### config.mk
export PLATFORM = sky130hd
export DESIGN_NAME = bound_flasher_gen
export DESIGN_NICKNAME = d
export VERILOG_FILES = /design/src/rtl/bndflsh_pkg.sv /design/src/rtl/flash_tick_gen.sv /design/src/rtl/bound_flasher_gen.sv
export SDC_FILE = /design/constraint.sdc
export NUM_CORES = 1
export LEC_CHECK = 0
export CAP_MARGIN = 20
export CORE_ASPECT_RATIO = 1.1
export CORE_UTILIZATION = 45
export CTS_CLUSTER_DIAMETER = 200
export DETAILED_ROUTE_END_ITERATION = 7
export GPL_TIMING_DRIVEN = 0
export HOLD_SLACK_MARGIN = 0.03
export PLACE_DENSITY = 0.75
export SLEW_MARGIN = 25
export SYNTH_ARGS = -nofsm -noshare
export SYNTH_HDL_FRONTEND = slang
export SYNTH_SLANG_ARGS = --single-unit
### constraint.sdc
create_clock -name clk -period 5.1 [get_ports clk]
set_input_delay 1.02 -clock clk [delete_from_list [all_inputs] [get_ports clk]]
set_output_delay 1.02 -clock clk [all_outputs]
set_load 0.02 [all_outputs]
### src/rtl/bndflsh_pkg.sv
// Shared definitions for the bound flasher: state encoding and its width.
package bndflsh_pkg;

  localparam int STATE_W = 3;

  // Code 7 is unused and treated as illegal (recovers to IDLE).
  typedef enum logic [STATE_W-1:0] {
    ST_IDLE = 3'd0,
    ST_UP1  = 3'd1,
    ST_DN1  = 3'd2,
    ST_UP2  = 3'd3,
    ST_DN2  = 3'd4,
    ST_UP3  = 3'd5,
    ST_DN3  = 3'd6
  } state_t;

endpackage

### src/rtl/flash_tick_gen.sv
// Step prescaler: emits one step every STEP_DIV enabled clocks; clr parks it at 0.
module flash_tick_gen #(
  parameter int STEP_DIV = 1
) (
  input  logic clk,
  input  logic rst,
  input  logic en,
  input  logic clr,
  output logic step
);

  localparam int PW = (STEP_DIV > 1) ? $clog2(STEP_DIV) : 1;
  localparam logic [PW-1:0] LAST = PW'(STEP_DIV - 1);

  logic [PW-1:0] r_presc;

  always_ff @(posedge clk or posedge rst) begin
    if (rst) begin
      r_presc <= '0;
    end else if (clr) begin
      r_presc <= '0;
    end else if (en) begin
      r_presc <= (r_presc == LAST) ? '0 : r_presc + 1'b1;
    end
  end

  assign step = en & (r_presc == LAST);

endmodule

### src/rtl/bound_flasher_gen.sv
// N-lamp bound flasher: six-phase up/down thermometer sequence with kickback,
// step prescaler, hold/freeze and busy/done status.
module bound_flasher_gen
  import bndflsh_pkg::*;
#(
  parameter int N_LAMP   = 16,
  parameter int MID_LO   = 5,
  parameter int MID_HI   = 10,
  parameter int STEP_DIV = 1
) (
  input  logic               clk,
  input  logic               rst,
  input  logic               flick,
  input  logic               hold,
  output logic [N_LAMP-1:0]  a_lamp,
  output logic [STATE_W-1:0] a_next_state,
  output logic               busy,
  output logic               done
);

  localparam int CW = $clog2(N_LAMP + 1);
  localparam logic [CW-1:0] C_TOP = CW'(N_LAMP);
  localparam logic [CW-1:0] C_LO  = CW'(MID_LO);
  localparam logic [CW-1:0] C_HI  = CW'(MID_HI);

  generate
    if (MID_LO <= 0 || MID_LO >= MID_HI || MID_HI >= N_LAMP || STEP_DIV < 1 || N_LAMP < 4) begin : g_param_err
      $error("bound_flasher_gen: illegal parameter set");
    end
  endgenerate

  state_t          r_state;
  state_t          w_next;
  logic [CW-1:0]   r_cnt;
  logic [CW-1:0]   w_cnt_nxt;
  logic [CW-1:0]   w_cnt_up;
  logic [CW-1:0]   w_cnt_dn;
  logic            r_done;
  logic            w_done_nxt;
  logic            w_step;
  logic            w_en;
  logic            w_clr;
  logic [N_LAMP-1:0] w_lamp;

  assign w_en  = ~hold;
  assign w_clr = (r_state == ST_IDLE);

  flash_tick_gen #(.STEP_DIV(STEP_DIV)) u_tick (
    .clk  (clk),
    .rst  (rst),
    .en   (w_en),
    .clr  (w_clr),
    .step (w_step)
  );

  assign w_cnt_up = r_cnt + 1'b1;
  assign w_cnt_dn = r_cnt - 1'b1;

  // Turn decisions look at the count the current step is moving to.
  always_comb begin
    w_next     = r_state;
    w_cnt_nxt  = r_cnt;
    w_done_nxt = 1'b0;
    case (r_state)
      ST_IDLE: begin
        if (flick && !hold) begin
          w_next    = ST_UP1;
          w_cnt_nxt = CW'(1);
        end
      end
      ST_UP1: begin
        if (w_step) begin
          w_cnt_nxt = w_cnt_up;
          if (w_cnt_up == C_TOP) w_next = ST_DN1;
        end
      end
      ST_DN1: begin
        if (w_step) begin
          w_cnt_nxt = w_cnt_dn;
          if (w_cnt_dn == C_LO) w_next = flick ? ST_UP1 : ST_UP2;
        end
      end
      ST_UP2: begin
        if (w_step) begin
          w_cnt_nxt = w_cnt_up;
          if (w_cnt_up == C_HI) w_next = ST_DN2;
        end
      end
      ST_DN2: begin
        if (w_step) begin
          w_cnt_nxt = w_cnt_dn;
          if (w_cnt_dn == C_LO && flick) w_next = ST_UP2;
          else if (w_cnt_dn == '0)       w_next = flick ? ST_UP2 : ST_UP3;
        end
      end
      ST_UP3: begin
        if (w_step) begin
          w_cnt_nxt = w_cnt_up;
          if (w_cnt_up == C_LO) w_next = ST_DN3;
        end
      end
      ST_DN3: begin
        if (w_step) begin
          w_cnt_nxt = w_cnt_dn;
          if (w_cnt_dn == '0) begin
            w_next     = ST_IDLE;
            w_done_nxt = 1'b1;
          end
        end
      end
      default: begin
        w_next    = ST_IDLE;
        w_cnt_nxt = '0;
      end
    endcase
  end

  always_ff @(posedge clk or posedge rst) begin
    if (rst) begin
      r_state <= ST_IDLE;
      r_cnt   <= '0;
      r_done  <= 1'b0;
    end else begin
      r_state <= w_next;
      r_cnt   <= w_cnt_nxt;
      r_done  <= w_done_nxt;
    end
  end

  always_comb begin
    w_lamp = '0;
    for (int i = 0; i < N_LAMP; i++) begin
      w_lamp[i] = (int'(r_cnt) > i);
    end
  end

  assign a_lamp       = w_lamp;
  assign a_next_state = rst ? '0 : w_next;
  assign busy         = (r_state != ST_IDLE);
  assign done         = r_done;

endmodule

After elaboration in Yosys (flattened, before gate mapping)
Index checks and enable logic that the tools add are counted.
- word-level logic and storage cells: 77
- register bits: 10
- output and inout port bits: 21
- input bits: 4
- reductions and logical operators: 9
- equality and inequality tests: 14
- bitwise operators: 3
- order comparisons: 16
- mux-type cells: 28
- $add $sub $neg: 3
- operators by type and width (kind ; number):
    3-bit 2-to-1 mux ; 16
    5-bit by 4-bit greater-than comparator with 1-bit output (second input constant) ; 8
    3-bit one-hot mux with 7 select lines ; 1
    5-bit by 3-bit greater-than comparator with 1-bit output (second input constant) ; 4
    5-bit 2-to-1 mux ; 3
    5-bit one-hot mux with 3 select lines ; 1
    5-bit by 3-bit equality test with 1-bit output (second input constant) ; 2
    5-bit by 1-bit greater-than comparator with 1-bit output (second input constant) ; 2
    5-bit by 2-bit greater-than comparator with 1-bit output (second input constant) ; 2
    3-bit equality test (second input constant) ; 3
    3-bit by 2-bit equality test with 1-bit output (second input constant) ; 2
    1-bit 2-to-1 mux ; 6
    2-bit by 1-bit inequality test with 1-bit output (second input constant) ; 3
    3-bit OR reduction ; 2
    5-bit by 1-bit adder with 5-bit output (second input constant) ; 1
    5-bit by 4-bit equality test with 1-bit output (second input constant) ; 1
    5-bit equality test (second input constant) ; 1
    5-bit logical NOT ; 1
    5-bit by 1-bit subtractor with 5-bit output (second input constant) ; 1
    3-bit by 1-bit equality test with 1-bit output (second input constant) ; 1
    3-bit logical NOT ; 1
    3-bit AND reduction ; 1
    3-bit nonzero test ; 1
    1-bit logical AND ; 2
    6 further kinds ; 7

Longest topological paths before layout
- depth in word-level cells: 7
- mapped depth: 9
- depth with buffers taken out: 8

Cells and area by module
A second synthesis with hierarchy kept.
- cells, all modules: 160
- area total of the unflattened synthesis: 1178.6 um^2
- by module, submodules not included (module ; cells an instance ; times used ; area an instance (um^2) ; sequential area each (um^2)):
    bound_flasher_gen ; 159 ; 1 ; 1171.1 ; 225.2
    flash_tick_gen ; 1 ; 1 ; 7.5 ; 0.0

Worst setup path after synthesis
Ideal clock, no wire load.
- path type: flip-flop to output port
- start point: reg r_cnt[1]
- end point: out a_next_state[2]
- path buffers: 0
- cell stages (with the launch flop): 9
- setup slack: 1.610 ns
- data arrival time: 2.470 ns
- cells stage by stage: dfrtp_1 ha_1 and3_1 ha_1 nor2b_1 nand2_1 or3_4 or3_1 a31oi_1
- cells in the longest elaborated chain, start to end: 7
- elaborated cells on any way between the ends: 23
- classes of those cells: add/sub (2); eq/ne (4); mux (15); reduce/logical (2)
- RTL lines (element ; RTL line ; text):
    start, declared ; bound_flasher_gen.sv:34 ; logic [CW-1:0] r_cnt;
    start signal, assigned ; bound_flasher_gen.sv:125 ; r_cnt <= w_cnt_nxt;
    5-bit by 1-bit subtractor with 5-bit output ; bound_flasher_gen.sv:57 ; assign w_cnt_dn = r_cnt - 1'b1;
    5-bit logical NOT or 5-bit by 3-bit equality test with 1-bit output (tied branches) ; -- ;
    3-bit 2-to-1 mux or 1-bit logical AND (tied branches) ; bound_flasher_gen.sv:93, bound_flasher_gen.sv:92 ;
    3-bit 2-to-1 mux ; bound_flasher_gen.sv:92 ; if (w_cnt_dn == C_LO && flick) w_next = ST_UP2;
    3-bit 2-to-1 mux ; bound_flasher_gen.sv:90 ; if (w_step) begin
    3-bit one-hot mux with 7 select lines * ; bound_flasher_gen.sv:64 ; case (r_state)
    3-bit 2-to-1 mux * ; bound_flasher_gen.sv:138 ; assign a_next_state = rst ? '0 : w_next;
    end, declared ; bound_flasher_gen.sv:16 ; output logic [STATE_W-1:0] a_next_state,
Every way passes the cells marked *; elsewhere a longest branch is shown, timed or not.

Final worst setup path
Ends and elaborated chain as after synthesis.

==> reports/metrics.csv <==
stage;metric;value;unit
layout;share of layout cells above drive strength 1;0.0756;
clocking;Worst-path clk slew;0.06;ns
critical_path;Crit path buffers/inverters;1;
layout;Layout Utilization;0.607;
floorplan;I/O pin total;25;
pwr;LEAKAGE;0.564;nW
critical_path;CP delay by family, top;simple AND/OR/NAND/NOR gates;
layout;ANT cells;0;
global_route;first-pass GRT wire length;4900;um
layout;multi-input logic area;772;um2
clocking;Num Clock Sinks;9;
timing;worst clock skew;0.00170;ns
critical_path;r2r startpoint;r_cnt[1];
synthesis;Cells after Synth;145;
synthesis;Yosys cell types;46;
critical_path;R2R Setup Slk;2.48;ns
critical_path;critical path peak fanout;11;
critical_path;CP Data Required Time;4.08;ns
layout;Final Cell Area;0.00137;mm2
critical_path;startpoint types;flop;
layout;# nets final;184;
clocking;post-CTS setup buffers;0;
global_route;initial antenna violation count;0;
critical_path;Most Frequent Cell on Critical Path;ha_1;
global_route;largest net degree at the start of global routing;12;
timing;part of the cycle the worst path needs;0.860;
place;placer congestion estimate;0.863;
clocking;CTS tree;done;
place;Placed Area;0.00134;mm2
pwr;Cell Pwr Density;776;mW/mm2
floorplan;Initial Utilization;0.477;
synthesis;Post-Syn Nets;156;
layout;# fillers;218;
flow_run;maxcap violations;0;
critical_path;crit-path cells;ha_1 -> and3_1 -> ha_1 -> nor2b_1 -> nand2_1 -> or3_4 -> or3_1 -> a31oi_1 -> clkdlybuf4s50_1;
synthesis;Main synth FF type;dfrtp_1;
critical_path;reg-to-reg endpoint;r_state[0];
global_route;vias in the first global route;1034;
global_route;gr usage total;0.247;
floorplan;core area;0.00225;mm2
clocking;H-tree depth;1;
route;Avg WL per Cell;14.0;um
critical_path;Setup crit end kind;primary output;
timing;final setup violation count;0;
synthesis;post-synthesis sequential area ratio;0.210;
clocking;Resized cells post-CTS;0;
place;Final HPWL DP;2210;um
min_path;WHS Path Cells;2;
route;Initial DRC Count;44;
critical_path;reg2reg path depth;7;
floorplan;Rows;18;
floorplan;full die area;0.00259;mm2
route;DR DRC count;0;
layout;area grow syn2layout;27.4;%
timing;Least-Margin Pin Slew;0.634;ns
synthesis;Synth Register Bits;9;
timing;Hold Violations, Final;0;
critical_path;critical path type;flop to primary output;
route;drt via density;5.94;
synthesis;Post-Syn Area;0.00107;mm2
timing;Worst slew margin;0.576;
clocking;Clk Latency, worst-skew pair;0.26;ns
clocking;worst-case clock buffer depth;2;
timing;Slew Viols, Final;0;
min_path;Hold EP;r_cnt[3];
synthesis;Post-synth EDFFs;0;
critical_path;Worst path slowest cell;clkdlybuf4s50_1;
timing;Min Clock Period, post-route;4.39;ns
timing;Fmax;228;MHz
clocking;Num CTS Buffers;3;
min_path;hold crit path type;flop to flop;
synthesis;Synth async-reset ratio;1.00;
critical_path;Worst path max stage delay;0.62;ns
run_status;run status;finished clean;
pwr;Max VDD drop;0.000628;V
critical_path;Worst Path Arrival;3.37;ns
floorplan;die width;48.6;um
route;Via Count;1200;
clocking;CTS Hold Bufs;0;
route;DRT Wirelength;2830;um
min_path;hold_sp;r_cnt[3];
layout;FF/Latch Area;225;um2
timing;unrepaired setup endpoints after global routing;false;
route;antenna violation net count after detailed routing;0;
clocking;clock root buffer;clkbuf_4;
route;drt pass-1 iters;4;
synthesis;synth warn;0;
place;Port Buffer Count;23;
synthesis;syn_area_per_cell;7.40;um2
global_route;total grt overflow;0;
timing;TNS Setup;0;ns
pwr;total power;1.06;mW
floorplan;Die Y;53.2;um
[state kept, by name (all words and copies together), names as in the netlist]
register	cells
r_state	3
r_cnt	5
done	1
[report_power, final]
part | internal, mW | leakage, nW | switching, mW
Sequential | 0.100 | 0.111 | 0.0292
Combinational | 0.372 | 0.438 | 0.507
Clock | 0.0300 | 0.0150 | 0.0234
[how the worst max path moves through the flow]
stage | startpoint | end | cells after the start
final | r_cnt[1] | a_next_state[2] | 9
after global routing | r_cnt[1] | a_next_state[2] | 9
after CTS | r_cnt[1] | a_next_state[2] | 9
after detailed placement | flick | a_next_state[1] | 6
after global placement | flick | a_next_state[1] | 6
after floorplan | r_cnt[1] | a_next_state[2] | 8
[synth_stat cells, types with 2 or more instances]
library cell | instances | area, um2
or3_1 | 2 | 12.5
a31oi_1 | 7 | 43.8
inv_1 | 7 | 26.3
nor2b_1 | 6 | 37.5
nor3_1 | 4 | 20.0
ha_1 | 7 | 87.6
a2bb2oi_1 | 3 | 26.3
nor2_1 | 10 | 37.5
a22o_1 | 2 | 17.5
xnor2_2 | 2 | 32.5
dfrtp_1 | 9 | 225
nand2_1 | 18 | 67.6
a21oi_1 | 6 | 30.0
o31ai_1 | 2 | 15.0
or4b_1 | 2 | 20.0
nand3_1 | 7 | 35.0
o21ai_0 | 14 | 70.1
clkbuf_1 | 8 | 30.0
buf_4 | 2 | 15.0
[through the flow]
stage                     hold slack (ns)  setup slack (ns)  instances
after detailed placement            0.591             0.929        198
after CTS                           0.599             0.716        202
final                               0.598             0.715        202
after floorplan                     0.554              1.61        145
after global routing                0.650             0.525        202
after global placement              0.591             0.913        198
[cells by family after synthesis]
| logic type | count (synthesis) | synth area share |
|---|---|---|
| XOR/XNOR | 3 | 0.0385 |
| adder cells (fa/ha/maj) | 7 | 0.0816 |
| AO/OA/AOI/OAI | 46 | 0.283 |
| buffers and inverters | 18 | 0.0711 |
| AND/OR/NAND/NOR | 60 | 0.296 |
| multiplexers | 2 | 0.0198 |
| flip-flops | 9 | 0.210 |
[metal layers]
metal,up-vias,GRT usage,part of all wire
li1,584,-,-
met1,567,0.344,0.49
met2,43,0.383,0.44
met3,6,0.0201,0.048
met4,0,0.127,0.021
met5,-,0,0
[cell usage in the layout, fill, tap and decap left out, drive strengths merged, types with 3 or more instances in the layout]
master         count
inv                7
o21ai             14
or3                3
a21oi              6
nand2             18
a2bb2oi            3
nor2              10
ha                 7
clkdlybuf4s50     23
nand3              7
clkbuf            12
dfrtp              9
buf                3
nor3               4
a31oi              7
nor2b              6
[tightest hold or removal path, stage by stage (launching register included)]
cell and delay (ns):
dfrtp_1 0.32, buf_4 0.17, a21oi_1 0.07
[layout make-up]
type                    instances  area share
multi-input cells             118       0.565
inverters                       7      0.0192
clock buffers                   4      0.0192
repair buffers                 23       0.168
well taps                      30      0.0274
flip-flops and latches          9       0.165
plain buffers                  11      0.0366
Power figures use the tool's default switching activity.
